$ cat config.mk
export PLATFORM = sky130hd
export DESIGN_NAME = matrix_result_streamer
export DESIGN_NICKNAME = d
export VERILOG_FILES = /design/src/rtl/matrix_result_streamer.sv
export SDC_FILE = /design/constraint.sdc
export NUM_CORES = 1
export LEC_CHECK = 0
export ABC_CLOCK_PERIOD_IN_PS = 7980
export BUFFER_PORTS_ARGS = -buffer_cell sky130_fd_sc_hd__clkbuf_2
export CORE_AREA = 2 2 120 111
export DETAILED_ROUTE_END_ITERATION = 12
export DIE_AREA = 0 0 122 113
export HOLD_SLACK_MARGIN = 0.05
export PLACE_DENSITY = 0.84
export SLEW_MARGIN = 15
export SYNTH_ARGS = -nofsm -noshare
export SYNTH_HDL_FRONTEND = slang
export SYNTH_SLANG_ARGS = --single-unit
$ cat constraint.sdc
create_clock -name clk -period 7.98 [get_ports clk]
set_input_delay 0.798 -clock clk [delete_from_list [all_inputs] [get_ports clk]]
set_output_delay 0.798 -clock clk [all_outputs]
set_load 0.05 [all_outputs]
$ cat src/rtl/matrix_result_streamer.sv
// matrix_result_streamer
//   Output-side companion of matrix_alu. A start strobe tells this block that
//   a new op has gone into the ALU. It waits out the ALU result latency,
//   captures the wide C bus once, and then plays the used part of it out one
//   word per beat over a valid/ready stream. The first beat is the MSB word.
//
// Ports
//   clk        rising-edge clock
//   resetn     asynchronous active-low reset
//   start      pulse: a new op was issued; taken only while busy is low
//   op         ALU opcode, sampled with start (2'b11 = kron, the rest are elementwise)
//   C          matrix_alu result bus, NA*NB words of word_size bits
//   out_data   current result element
//   out_valid  out_data is valid
//   out_ready  sink takes out_data this cycle
//   out_last   asserted with the final element
//   out_index  element number of out_data, 0-based
//   busy       high from accepted start until the final beat is taken
module matrix_result_streamer #(
    parameter int word_size     = 8,
    parameter int Amatrixrownum = 2,
    parameter int Amatrixcolnum = 2,
    parameter int Bmatrixrownum = 2,
    parameter int Bmatrixcolnum = 2,
    parameter int ALU_LAT       = 2,
    localparam int NA    = Amatrixrownum * Amatrixcolnum,
    localparam int NB    = Bmatrixrownum * Bmatrixcolnum,
    localparam int NE    = NA * NB,
    localparam int CW    = NE * word_size,
    localparam int IDX_W = (NE > 1) ? $clog2(NE) : 1
) (
    input  logic                 clk,
    input  logic                 resetn,
    input  logic                 start,
    input  logic [1:0]           op,
    input  logic [CW-1:0]        C,
    output logic [word_size-1:0] out_data,
    output logic                 out_valid,
    input  logic                 out_ready,
    output logic                 out_last,
    output logic [IDX_W-1:0]     out_index,
    output logic                 busy
);

    typedef enum logic [1:0] {
        S_IDLE,
        S_WAIT,
        S_CAP,
        S_STREAM
    } state_t;

    // Wait counter is loaded with ALU_LAT-1 and exits at zero, so the WAIT
    // state lasts exactly ALU_LAT cycles.
    localparam logic [3:0]       LAT_M1 = 4'((ALU_LAT > 0) ? (ALU_LAT - 1) : 0);
    localparam logic [IDX_W-1:0] LAST_A = IDX_W'(NA - 1);
    localparam logic [IDX_W-1:0] LAST_K = IDX_W'(NE - 1);

    state_t                 r_state;
    logic [3:0]             r_wait;
    logic [CW-1:0]          r_cap;
    logic [IDX_W-1:0]       r_k;
    logic [IDX_W-1:0]       r_last_k;   // N-1 for the op in flight
    logic [word_size-1:0]   r_data;
    logic                   r_valid;
    logic                   r_olast;
    logic                   r_busy;

    logic                   w_xfer;
    logic [IDX_W-1:0]       w_next_k;
    logic [IDX_W-1:0]       w_next_pos;

    // Word at position pos counted from the LSB end of the bus.
    function automatic logic [word_size-1:0] pick(input logic [CW-1:0]    bus,
                                                  input logic [IDX_W-1:0] pos);
        logic [CW-1:0] sh;
        sh   = bus >> (int'(pos) * word_size);
        pick = sh[word_size-1:0];
    endfunction

    always_comb begin
        w_xfer     = r_valid & out_ready;
        w_next_k   = r_k + 1'b1;
        // Stream is MSB-first inside the used part: element k sits at N-1-k.
        w_next_pos = r_last_k - w_next_k;
    end

    always_ff @(posedge clk or negedge resetn) begin
        if (!resetn) begin
            r_state  <= S_IDLE;
            r_wait   <= '0;
            r_cap    <= '0;
            r_k      <= '0;
            r_last_k <= '0;
            r_data   <= '0;
            r_valid  <= 1'b0;
            r_olast  <= 1'b0;
            r_busy   <= 1'b0;
        end else begin
            case (r_state)
                S_IDLE: begin
                    if (start) begin
                        r_last_k <= (op == 2'b11) ? LAST_K : LAST_A;
                        r_busy   <= 1'b1;
                        if (ALU_LAT == 0) begin
                            r_state <= S_CAP;
                        end else begin
                            r_wait  <= LAT_M1;
                            r_state <= S_WAIT;
                        end
                    end
                end
                S_WAIT: begin
                    if (r_wait == 4'd0) r_state <= S_CAP;
                    else                r_wait  <= r_wait - 4'd1;
                end
                S_CAP: begin
                    // Element 0 comes straight off C so it is ready the same
                    // edge the snapshot is taken.
                    r_cap   <= C;
                    r_k     <= '0;
                    r_data  <= pick(C, r_last_k);
                    r_olast <= (r_last_k == '0);
                    r_valid <= 1'b1;
                    r_state <= S_STREAM;
                end
                S_STREAM: begin
                    if (w_xfer) begin
                        if (r_k == r_last_k) begin
                            r_valid <= 1'b0;
                            r_olast <= 1'b0;
                            r_busy  <= 1'b0;
                            r_k     <= '0;
                            r_state <= S_IDLE;
                        end else begin
                            r_k     <= w_next_k;
                            r_data  <= pick(r_cap, w_next_pos);
                            r_olast <= (w_next_k == r_last_k);
                        end
                    end
                end
                default: r_state <= S_IDLE;
            endcase
        end
    end

    assign out_data  = r_data;
    assign out_valid = r_valid;
    assign out_last  = r_olast;
    assign out_index = r_k;
    assign busy      = r_busy;

endmodule

# Yosys cells after proc, flatten, opt, wreduce, memory -nomap -nowiden
# Index checks and enable logic that the tools add are counted.
# classes
bitwise	1
n_addsub	3
mux	23
shifts	2
n_eq_ne	12
reduce_logical	13
# op_table
cell	count
$shr 128x7->8	2
$mux 4	5
$mux 8	2
$pmux 4 s2	2
$pmux 8 s2	1
$ne 2x2->1 const B	6
$reduce_and 3->1	3
$eq 4x4->1	2
$logic_not 4->1	2
$mux 2	4
$pmux 2 s4	1
$reduce_and 4->1	2
$eq 2x2->1 const B	3
$pmux 1 s2	3
$reduce_bool 2->1	3
$mux 1	5
$add 4x1->4 const B	1
$reduce_and 2->1	2
$sub 4x1->4 const B	1
$sub 4x4->4	1
$eq 2x1->1 const B	1
$logic_not 2->1	1
$and 1x1->1	1
# word_totals
in_bits	134
output_inout_bits	15
elab_cells	63
reg_bits	153

# Longest topological paths before layout
# depth
depth_word	6
ltp_mapped	10
ltp_nobuf	8

# Worst setup path before layout
# No wires, ideal clock.
# synth_path
path_type	flip-flop to flip-flop
start	reg r_k[1], in the netlist out_index[1]
end	reg r_data[0], in the netlist out_data[0]
setup_slack_ps	5112
t_arrival_ps	2738
synth_period_minus_slack_ps	2868
path_stages_with_launch	8
t_required_ps	7850
setup_ps	130
path_cell_list	dfrtp_1 -> ha_1 -> fa_1 -> clkbuf_1 -> mux4_2 -> mux2_2 -> a21oi_1 -> a31oi_1
# synth_between
elab_chain_cells	6
word_cells_on_any_way	9
cone_classes	2 x add/sub; 2 x eq/ne; 1 x shift; 3 x mux; 1 x reduce/logical
# synth_rtl
item	line	source
start: declaration	61	logic [IDX_W-1:0] r_k;
start signal: assignment	135	r_k <= w_next_k;
$add 4x1->4	82	w_next_k = r_k + 1'b1;
$sub 4x4->4	84	w_next_pos = r_last_k - w_next_k;
$shr 128x7->8	76	sh = bus >> (int'(pos) * word_size);
$mux 8	128	if (r_k == r_last_k) begin
$mux 8	127	if (w_xfer) begin
$pmux 8 s2	99	case (r_state)
end signal: assignment	121	r_data <= pick(C, r_last_k);
end signal: assignment	136	r_data <= pick(r_cap, w_next_pos);
end: declaration	63	logic [word_size-1:0] r_data;
# Parallel ways exist; a longest one is shown, timed or not. The select of a mux whose other input is x is not followed.
# A chain may end at the register's enable or synchronous reset.

# Final worst setup path
# layout_path
start	reg r_last_k[1]
end	reg r_data[5], in the netlist out_data[5]
# layout_between
elab_chain_cells	5
word_cells_on_any_way	9
cone_classes	1 x add/sub; 2 x eq/ne; 2 x shift; 3 x mux; 1 x reduce/logical
# layout_rtl
item	line	source
start: declaration	62	logic [IDX_W-1:0] r_last_k;
start signal: assignment	102	r_last_k <= (op == 2'b11) ? LAST_K : LAST_A;
$sub 4x4->4	84	
$shr 128x7->8	76	
$mux 8	128	
$mux 8	127	
$pmux 8 s2	99	
# Parallel ways exist; a longest one is shown, timed or not. The select of a mux whose other input is x is not followed.

==> impl_metrics.toml <==
[clocking]
cts_hold_buf = 0
numCtsBuffers = 17
cts_setup_buffers = 0
post_cts_resized = 0
cts_buffer_depth = 2
root_buffer = "clkbuf_16"
clock-sinks = 151
tritoncts = "built"
h-tree-depth = 4
clkLatencyLatePin_ns = 0.42
clk_pin_slew_ns = 0.06

[power_and_ir_drop]
switching_share_pct = 33.7
p_leak_nw = 3.87
power_density_nw_per_um2 = 444
netSwitchingPower_mw = 1.31
clock_power_share_pct = 20.9
internal-power_mw = 2.58
p_comb_share_pct = 43.0
peakVddDrop_uv = 226
p_seq_share_pct = 36.1

[worst_setup_path]
path_class = "flip-flop to flip-flop"
cp.required_ns = 8.23
path_max_fanout = 32
crit_path_start_kind = "flip-flop"
r2r-start = "r_last_k[1]"
r2r-end = "out_data[5]"
rrSetupSlack_ns = 4.44
end_kind = "flip-flop"
r2r.worst_path.cells = 7
arrival_ns = 3.78

[yosys]
ys_warn_count = 0
syn-num-nets = 644
ys_seq_area_share_pct = 52.0
yosys.area.top_type_share_pct = 52.0
synth_most_common_cell = "dfrtp_1"
synth-edff-count = 0
synthTopCellsByArea = "dfrtp_1, mux2_2, mux4_2"
ys_types = 36
synthTopCellsByCount = "dfrtp_1, mux2_2, mux4_2, clkbuf_1"
yosys_register_bits = 151
synthCells = 498
async_flop_share_pct = 100
yosysTopAreaCell = "dfrtp_1"
ys.flop_type = "dfrtp_1"
syn-mean-instance-area_sq_um = 14.6
synth_area_sq_um = 7260

[sta]
setup_viol = 0
slew_violations = 0
final_hold_viol_count = 0
skew_ns = 0.00697
worst_pin_slew_ns = 1.04
relSlewSlack_pct = 30.9
period_share_pct = 44.3
totalNegativeSetupSlack_ns = 0
max_freq_ghz = 0.283
rsz0062_at_grt = "no"
finalCriticalPeriod_ns = 3.54

[floorplan]
start_util_pct = 58.4
die-width_microns = 122
dieArea_sq_um = 13800
core_sq_um = 12400
die-height_microns = 113
row_count = 39
ioPinCount = 149

[grt]
grtUsageTotal_pct = 26.5
grt_pass1_vias = 5352
antenna_found_initial = 0
grt_max_degree = 84
grt_pass1_wl_mm = 27.1
overflow = 0

[drt]
viasPerCell = 5.85
drt_iter0_markers = 327
finalWirelength_mm = 17.0
first_pass_iters = 4
ant_nets = 0
drcViolationCount = 0
num_vias = 4774
detail_route.wl_per_cell_microns = 20.9

[min_path]
hold_class = "input pin to asynchronous set/reset pin"

[placed_design]
dp_hpwl_mm = 12.1
port_buffers = 148
gp_congestion = 0.887

[status]
status = "finished, final reports clean"

[cells_and_area]
area_growth_pct = 20.4
antenna_cells = 0
final_core_util_pct = 70.3
fin_nets = 785
drive_gt1_share_pct = 56.6

[job]
cap_violations = 0
## state kept, by name, summed over array words and instances, names as in the netlist
signal,cells
busy,1
r_wait,4
out_index,4
out_valid,1
out_data,8
r_last_k,2
out_last,1
r_state,2
r_cap,128
## worst max-delay path by stage
stage          cells after the start          end          from  slack (ns)
2_1_floorplan                      7  out_data[0]  out_index[1]        5.11
3_3_place_gp                       6  out_data[6]   r_last_k[1]        4.53
3_5_place_dp                       5  out_data[3]   r_last_k[1]        4.37
4_1_cts                            5  out_data[5]   r_last_k[1]        4.37
5_1_grt                            7  out_data[2]   r_last_k[1]        4.18
6_report                           7  out_data[5]   r_last_k[1]        4.44
## area by class of cell
cell class	count	area, sq um
Inverter	10	37.5
Fill cell	857	3700
Clock inverter	8	121
Timing Repair Buffer	150	762
Multi-Input combinational cell	309	3370
Clock buffer	24	472
Tap cell	164	205
Sequential cell	151	3780
## placed cells by master, fill, tap and decap left out, types with 2 or more instances in the layout
cell / n
dfrtp_1: 151
clkbuf_2: 147
mux2_2: 144
mux4_2: 40
clkbuf_16: 17
nor2_1: 15
a21oi_1: 15
nand3_1: 14
nor2b_1: 10
nand2_1: 10
inv_1: 10
a31oi_1: 9
ha_1: 9
o21ai_0: 8
clkbuf_1: 5
mux2i_1: 4
xnor2_1: 3
bufinv_16: 3
clkinv_2: 3
or3_1: 2
xor2_1: 2
nand2b_1: 2
a21o_1: 2
and3_1: 2
nor3_1: 2
ha_4: 2
clkbuf_8: 2
buf_4: 2
## power groups by stage
stage / Sequential, mW / Clock, mW / Combinational (mW)
floorplan: 1.39 / 0 / 1.26
global placement: 1.38 / 0 / 1.58
detailed placement: 1.40 / 0 / 1.66
CTS: 1.40 / 0.819 / 1.68
global route: 1.44 / 0.856 / 1.80
finish: 1.40 / 0.811 / 1.67
## cell families (layout without fill, tap and decap cells)
family	Yosys count	after routing	synth area share, %
muxes	189	189	35.5
DFF	151	151	52.0
and+or+nand+nor	62	62	4.27
AOI/OAI and AO/OA	40	40	3.24
buffers and inverters	38	192	2.08
adders and majority gates	12	12	2.17
xor gates and xnor gates	6	6	0.724
## per-layer routing
metal | vias to the layer above | share of wire [%] | track usage [%]
li1 | 2133 | - | -
met1 | 2429 | 39 | 32.9
met2 | 174 | 53 | 45.4
met3 | 38 | 5.5 | 5.85
met4 | 0 | 2.7 | 10.4
met5 | - | 0 | 0
## worst max-delay path: stages, from the launching register on
cell	delay (ns)
dfrtp_1	0.74
inv_1	0.26
ha_4	0.24
fa_2	1.16
mux4_2	0.43
mux2_2	0.28
a21oi_1	0.15
a31oi_1	0.10
## per-stage QoR
step	total power [mW]	hold slack [ns]	instance area, sq um	std cells	setup WS (ns)
after CTS	3.90	0.397	8730	816	4.37
final	3.89	0.373	8740	816	4.44
after global routing	4.09	0.412	8740	816	4.18
after global placement	2.96	0.484	8140	784	4.53
after detailed placement	3.06	0.493	8140	784	4.37
after floorplan	2.65	0.463	7260	498	5.11
Power figures use the tool's default switching activity.
